===== src/rtl/pcre_chain_engine.sv =====
// Linear character-class chain matcher with per-step quantifiers (ONE/PLUS/STAR/OPT).
// Tracks per-step consumption state and reports first-match offset, completion pulses and count.
module pcre_chain_engine #(
    parameter int unsigned N_STEPS  = 16,
    parameter int unsigned N_CLASS  = 24,
    parameter int unsigned CLS_W    = 5,
    parameter int unsigned OFS_W    = 16,
    parameter int unsigned ANCHORED = 0
) (
    input  logic                       clk,
    input  logic                       rst,
    input  logic                       sod,
    input  logic                       en,
    input  logic [N_CLASS-1:0]         cls_hit,
    input  logic [5:0]                 cfg_len,
    input  logic [N_STEPS*CLS_W-1:0]   cfg_class,
    input  logic [N_STEPS*2-1:0]       cfg_mode,
    output logic                       match,
    output logic                       match_pls,
    output logic [OFS_W-1:0]           match_ofs,
    output logic [OFS_W-1:0]           match_cnt
);

    typedef enum logic [1:0] {
        MODE_ONE  = 2'd0,
        MODE_PLUS = 2'd1,
        MODE_STAR = 2'd2,
        MODE_OPT  = 2'd3
    } mode_e;

    localparam int unsigned HIT_W = 2 ** CLS_W;

    logic [N_STEPS-1:0] s_q, s_d;
    logic [OFS_W-1:0]   ofs_q, ofs_d;
    logic [OFS_W-1:0]   mofs_q, mofs_d;
    logic [OFS_W-1:0]   cnt_q, cnt_d;
    logic               match_q, match_d;
    logic               pls_q, pls_d;

    logic [HIT_W-1:0]   hit_pad;
    logic [N_STEPS-1:0] hit, skip, loop, live, reach, next_s, prior_s;
    logic [OFS_W-1:0]   prior_ofs, prior_mofs, prior_cnt;
    logic               prior_match, len_ok, start, done, byte_done;
    logic               r_acc, tail_ok;

    // Indices at or above N_CLASS land in the zero-extended padding and never hit.
    assign hit_pad = HIT_W'(cls_hit);
    assign len_ok  = (cfg_len != 6'd0) && (32'(cfg_len) <= N_STEPS);

    for (genvar g = 0; g < int'(N_STEPS); g++) begin : g_step
        mode_e            step_mode;
        logic [CLS_W-1:0] step_cls;
        assign step_mode = mode_e'(cfg_mode[2*g +: 2]);
        assign step_cls  = cfg_class[g*CLS_W +: CLS_W];
        assign hit[g]    = hit_pad[step_cls];
        assign skip[g]   = (step_mode == MODE_STAR) || (step_mode == MODE_OPT);
        assign loop[g]   = (step_mode == MODE_PLUS) || (step_mode == MODE_STAR);
        assign live[g]   = (g < int'(cfg_len));
    end

    always_comb begin
        prior_s     = sod ? '0 : s_q;
        prior_ofs   = sod ? '0 : ofs_q;
        prior_mofs  = sod ? '0 : mofs_q;
        prior_cnt   = sod ? '0 : cnt_q;
        prior_match = sod ? 1'b0 : match_q;

        start = (ANCHORED != 0) ? (prior_ofs == '0) : 1'b1;

        reach = '0;
        r_acc = start;
        for (int unsigned i = 0; i < N_STEPS; i++) begin
            reach[i] = r_acc;
            r_acc    = prior_s[i] | (skip[i] & r_acc);
        end

        next_s = live & hit & (reach | (loop & prior_s));

        // Walk back from the last live step: completion may end on any step whose
        // successors are all optional; the start term is excluded so >=1 byte is consumed.
        done    = 1'b0;
        tail_ok = 1'b1;
        for (int unsigned k = 0; k < N_STEPS; k++) begin
            if (live[N_STEPS-1-k]) begin
                done    = done | (tail_ok & next_s[N_STEPS-1-k]);
                tail_ok = tail_ok & skip[N_STEPS-1-k];
            end
        end
        done      = done & len_ok;
        byte_done = en & done;

        s_d     = en ? next_s : prior_s;
        ofs_d   = (en && (prior_ofs != '1)) ? prior_ofs + 1'b1 : prior_ofs;
        match_d = prior_match | byte_done;
        mofs_d  = (byte_done && !prior_match) ? prior_ofs : prior_mofs;
        cnt_d   = (byte_done && (prior_cnt != '1)) ? prior_cnt + 1'b1 : prior_cnt;
        pls_d   = byte_done;
    end

    always_ff @(posedge clk or posedge rst) begin
        if (rst) begin
            s_q     <= '0;
            ofs_q   <= '0;
            mofs_q  <= '0;
            cnt_q   <= '0;
            match_q <= 1'b0;
            pls_q   <= 1'b0;
        end else begin
            s_q     <= s_d;
            ofs_q   <= ofs_d;
            mofs_q  <= mofs_d;
            cnt_q   <= cnt_d;
            match_q <= match_d;
            pls_q   <= pls_d;
        end
    end

    assign match     = match_q;
    assign match_pls = pls_q;
    assign match_ofs = mofs_q;
    assign match_cnt = cnt_q;

endmodule

===== config.mk =====
export PLATFORM = sky130hd
export DESIGN_NAME = pcre_chain_engine
export DESIGN_NICKNAME = d
export VERILOG_FILES = /design/src/rtl/pcre_chain_engine.sv
export SDC_FILE = /design/constraint.sdc
export NUM_CORES = 1
export LEC_CHECK = 0
export CAP_MARGIN = 20
export CORE_UTILIZATION = 50
export DETAILED_ROUTE_END_ITERATION = 12
export PLACE_DENSITY = 0.89
export SYNTH_ARGS = -nofsm -noshare
export SYNTH_HDL_FRONTEND = slang
export SYNTH_SLANG_ARGS = --single-unit

===== constraint.sdc =====
create_clock -name clk -period 7.4 [get_ports clk]
set_input_delay 1.48 -clock clk [delete_from_list [all_inputs] [get_ports clk]]
set_output_delay 1.48 -clock clk [all_outputs]
set_load 0.005 [all_outputs]

* Yosys cells after proc, flatten, opt, wreduce, memory -nomap -nowiden
Index checks and enable logic that the tools add are counted.
** Storage, ports and cells
- Word-level logic and storage cells :: 282
- Register bits :: 66
** Operators by class
- Mux-type cells :: 72
- Add/sub/neg operators :: 2
- Reduce and logical (&&, ||, !) cells :: 39
- $lt $le $gt $ge :: 33
- Equal/unequal tests :: 50
- Bitwise gates (word level) :: 80
** Operators with widths (count)
- 16-bit 2-to-1 mux :: 8
- 5-bit by 6-bit less-than comparator with 1-bit output (second input constant) :: 16
- 1-bit binary-select mux with 5-bit select :: 16
- 2-bit == test (second input constant) :: 32
- 16-bit AND :: 3
- 4-bit by 6-bit less-than comparator with 1-bit output (first input constant) :: 8
- 1-bit 2-to-1 mux :: 48
- 1-bit AND :: 45
- 16-bit by 1-bit adder with 16-bit output (second input constant) :: 2
- 2-bit by 1-bit == test with 1-bit output (second input constant) :: 16
- 1-bit logical OR :: 32
- 16-bit != test (second input constant) :: 2
- 1-bit OR :: 31
- 3-bit by 6-bit less-than comparator with 1-bit output (first input constant) :: 4
- 16-bit OR :: 1
- 1-bit by 6-bit less-than comparator with 1-bit output (first input constant) :: 2
- 2-bit by 6-bit less-than comparator with 1-bit output (first input constant) :: 2
- 6-bit by 5-bit <= comparator with 1-bit output (second input constant) :: 1
- 6-bit nonzero test :: 1
- 1-bit logical AND :: 4
- 2-bit nonzero test :: 1
- 1-bit zero test :: 1

* Longest topological paths before layout
- Depth after elaboration :: 68
- Gate-level depth with buffers :: 14
- Mapped depth without buffers :: 12

* Worst setup path before layout
Ideal clock, no wire load.
- Path kind :: input-to-reg
- Start :: input port cfg_class[71]
- End :: register cnt_q[9], in the netlist match_cnt[9]
- Setup slack :: 3.152 ns
- Buffers on the path :: 1
- Data required time :: 7.273 ns
- Stages on the path :: 11
- Library setup time :: 0.127 ns
- Arrival :: 4.121 ns
- Cell sequence :: clkbuf_1 mux4_2 mux2_2 nand2_1 o21ai_0 o211ai_1 a211oi_2 nor4_4 a21oi_2 nand4_1 mux2_1
** On the way
- Word-level cells in the longest chain between the ends :: 39
** RTL lines
- from (decl) :: RTL line 16 : input logic [N_STEPS*CLS_W-1:0] cfg_class,
- 1-bit binary-select mux with 5-bit select * :: RTL line 55 : assign hit[g] = hit_pad[step_cls];
- 1-bit 2-to-1 mux (implied by the code) * :: RTL line 55
- 16-bit AND * (2 in a row) :: RTL line 77 : next_s = live & hit & (reach | (loop & prior_s));
- 1-bit AND * :: RTL line 85 : done = done | (tail_ok & next_s[N_STEPS-1-k]);
- 1-bit OR * :: RTL line 85
- 1-bit 2-to-1 mux * :: RTL line 84 : if (live[N_STEPS-1-k]) begin
- 1-bit OR :: RTL line 85
- 1-bit 2-to-1 mux * :: RTL line 84
- [23 not listed]
- 1-bit 2-to-1 mux * :: RTL line 84
- 1-bit OR :: RTL line 85
- 1-bit 2-to-1 mux * :: RTL line 84
- 1-bit AND * :: RTL line 89 : done = done & len_ok;
- 1-bit AND * :: RTL line 90 : byte_done = en & done;
- 1-bit logical AND * :: RTL line 96 : cnt_d = (byte_done && (prior_cnt != '1)) ? prior_cnt + 1'b1 : prior_cnt;
- 16-bit 2-to-1 mux * :: RTL line 96
- named net cnt_d[9] :: RTL line 36 : logic [OFS_W-1:0] cnt_q, cnt_d;
- to (signal assigned) :: RTL line 112 : cnt_q <= cnt_d;
- to (decl) :: RTL line 36
Mark *: on every way through the listed nets, which the timed path passes. The rest lies on a longest branch. The select of a mux whose other input is x is not followed.
A chain may end at the register's enable or synchronous reset.

* Worst setup path after layout
- Start :: input port cls_hit[9]
- End :: register cnt_q[6], in the netlist match_cnt[6]
** On the way
- Word-level cells in the longest chain between the ends :: 39
** RTL lines
- from (decl) :: RTL line 14 : input logic [N_CLASS-1:0] cls_hit,
- 1-bit binary-select mux with 5-bit select :: RTL line 55
- 1-bit 2-to-1 mux (implied by the code) :: RTL line 55
- 16-bit AND * (2 in a row) :: RTL line 77
- 1-bit 2-to-1 mux / 1-bit AND (equally long branches) :: RTL line 84, 85
- 1-bit OR :: RTL line 85
- 1-bit 2-to-1 mux :: RTL line 84
- 1-bit OR :: RTL line 85
- 1-bit 2-to-1 mux :: RTL line 84
- [23 not listed]
- 1-bit 2-to-1 mux :: RTL line 84
- 1-bit OR :: RTL line 85
- 1-bit 2-to-1 mux * :: RTL line 84
- 1-bit AND * :: RTL line 89
- 1-bit AND * :: RTL line 90
- 1-bit logical AND * :: RTL line 96
- 16-bit 2-to-1 mux * :: RTL line 96
- named net cnt_d[6] :: RTL line 36
Marked as above.

==> results_dict.tcl <==
set metrics [dict create \
    post-route-period-util_pct 70.0 \
    ir_drop_mv 0.0904 \
    rows 46 \
    postSynthCellCount 850 \
    outcome "finished, final reports clean" \
    met2_usage_pct 51.1 \
    syn_nets 1028 \
    finalHoldViolations 0 \
    cts_setup_buffers 0 \
    wl_mm 24.6 \
    vias 7925 \
    core_mm2 0.0158 \
    track_usage_pct 30.3 \
    critPathRequiredTime_ps 7610 \
    synthArstFlopShare_pct 100 \
    holdWs_ps 504 \
    drive_gt1_share_pct 13.3 \
    dpl.hpwl_mm 17.6 \
    cts.reportedPaths.clkPinSlew_ps 60 \
    grt_pass1_vias 7794 \
    drc 0 \
    vias_per_cell 6.63 \
    setup_viol 0 \
    area_growth_syn_to_layout_pct 25.7 \
    diodes 0 \
    fin_tns_setup_ps 0 \
    cts_tree "yes" \
    place_congestion 0.903 \
    tightestPinTransition_ps 924 \
    cts.path.max_buffers 2 \
    dr.pass1.iters 6 \
    skew_ps 7.59 \
    clk_latency_ps 340 \
    numCtsBuffers 9 \
    io_buffers 178 \
    crit_type "input pin to flip-flop" \
    start_kind "input pin" \
    power_density_mw_per_mm2 119 \
    drt_iter0_drc 657 \
    finish.utilization_pct 64.1 \
    antenna_left 0 \
    antenna_found_initial 0 \
    synthFlopType "dfrtp_1" \
    cts_resized 0 \
    period_minus_slack_ps 5180 \
    synth_area_leaders "dfrtp_1 (20%), mux4_2 (20%), mux2i_1 (10%)" \
    cp_max_fo 16 \
    finalNetCount 1153 \
    synth_top_area_share_pct 20.5 \
    synthDistinctLibCells 79 \
    routedWlPerCell_um 20.5 \
    htreeDepth 3 \
    grt_pass1_wl_mm 39.1 \
    synth_enable_flop_cells 0 \
    min_path_type "flip-flop to flip-flop" \
    die_w_um 129 \
    cts.sinks 66 \
    slew_headroom_pct 38.2 \
    cts_hold_buf 0 \
    root_buffer "clkbuf_16" \
    synthesis.area_mm2 0.00808 \
    grt_max_degree 67 \
    setup_slack_ps 2220 \
    p_leak_nw 3.99 \
    grtUsageMet3_pct 7.51 \
    yosys.area.top_type "dfrtp_1" \
    drv_cap 0 \
    grtUsageMet1_pct 36.4 \
    layout_common_cells "clkdlybuf4s50_1 (177), mux2i_1 (82), mux4_2 (71), nor2_1 (66), dfrtp_1 (66)" \
    ys_seq_area_share_pct 20.5 \
    overflow 0 \
    die_y_um 129 \
    endpoint_kind "flip-flop" \
    initial_utilization_pct 51.0 \
    final_common_cell "clkdlybuf4s50_1" \
    ys_ff_latch 66 \
    fmax_mhz 193 \
    avgSynthCellArea_um2 9.50 \
    critPathArrivalTime_ps 5390 \
    slew_viol_final 0 \
    dieArea_mm2 0.0167 \
    pre_cts_ws_ps 1990 \
    grt_most_used_layer "met2" \
    io_pins 180 \
    rsz0062_at_grt "false" \
    yosysWarnings 0 \
]
-- state kept, by name, summed over array words and instances (netlist names) --
register / cells
match_cnt: 16
match_pls: 1
ofs_q: 16
match_ofs: 16
s_q: 16
match: 1
-- metal layers --
metal / part of all wire (%) / wire, um
met2: 48 / 11700
met4: 3.6 / 881
met5: 0 / 0
met1: 37 / 9190
met3: 11 / 2770
-- worst max-delay path, stage by stage --
cell and delay [ps]:
clkdlybuf4s50_1 970, mux4_2 400, mux2i_1 80, o311ai_0 760
a32oi_1 260, o2111ai_2 280, o21ai_4 150, a21oi_2 460
nand4_1 180, mux2_1 370
-- cell type report --
cell class / instances / area, um2
inverters: 52 / 195
repair buffers: 180 / 1790
clock inverters: 6 / 65.1
flip-flops and latches: 66 / 1650
fillers: 1223 / 5680
multi-input cells: 666 / 5940
clock buffers: 10 / 239
well taps: 216 / 270
-- synthesized netlist by cell type (7+ instances only) --
| library cell | n |
|---|---|
| ha_1 | 32 |
| a22oi_1 | 9 |
| and3_1 | 7 |
| nor3_1 | 11 |
| inv_1 | 50 |
| nand2b_1 | 9 |
| mux2i_1 | 82 |
| xnor2_1 | 15 |
| dfrtp_1 | 66 |
| nand4_1 | 14 |
| nand3b_1 | 12 |
| a21oi_1 | 34 |
| mux4_2 | 71 |
| or3_1 | 9 |
| o22ai_1 | 9 |
| nor2_1 | 66 |
| mux2_2 | 13 |
| o211ai_1 | 8 |
| buf_2 | 15 |
| a211oi_1 | 7 |
| nand2_1 | 46 |
| nand3_1 | 26 |
| clkbuf_1 | 46 |
| a311oi_1 | 8 |
| o21ai_0 | 46 |
| nor2b_1 | 29 |
-- cells by family (layout without fill, tap and decap cells) --
kind of cell / Yosys count / count (layout) / synth area share, %
compound gates: 185 / 185 / 16.2
flops: 66 / 66 / 20.5
fa+ha+maj: 32 / 32 / 4.96
xor+xnor: 18 / 18 / 1.95
buf+inv: 118 / 248 / 6.04
mux: 174 / 174 / 33.6
simple gates: 257 / 257 / 16.8
-- report_power, final --
group | internal (W) | switching (W) | total (W)
Clock | 0.000270 | 0.000169 | 0.000439
Sequential | 0.000365 | 0.00000395 | 0.000369
Combinational | 0.000202 | 0.000194 | 0.000396
Total | 0.000838 | 0.000366 | 0.00120
-- final timing paths --
path | from | endpoint | slack [ps] | cells past startpoint
max in group asynchronous | rst | match_cnt[13] | 5110 | 3
worst min-delay path | match_cnt[15] | match_cnt[15] | 500 | 1
min in group asynchronous | rst | s_q[5] | 1720 | 3
worst min register to register | match_cnt[15] | match_cnt[15] | 500 | 1
worst max register to register | s_q[8] | match_cnt[6] | 4200 | 10
worst max-delay path | cls_hit[9] | match_cnt[6] | 2220 | 10
-- metrics by stage --
step                      cells  power [W]  instance area, um2
final                      1196    0.00120               10100
after global routing       1196    0.00125               10100
after CTS                  1196    0.00120               10100
after detailed placement   1180   0.000763                9840
after global placement     1180   0.000753                9840
after floorplan             850   0.000609                8080
Note: power is estimated with default switching activity, not from simulation.
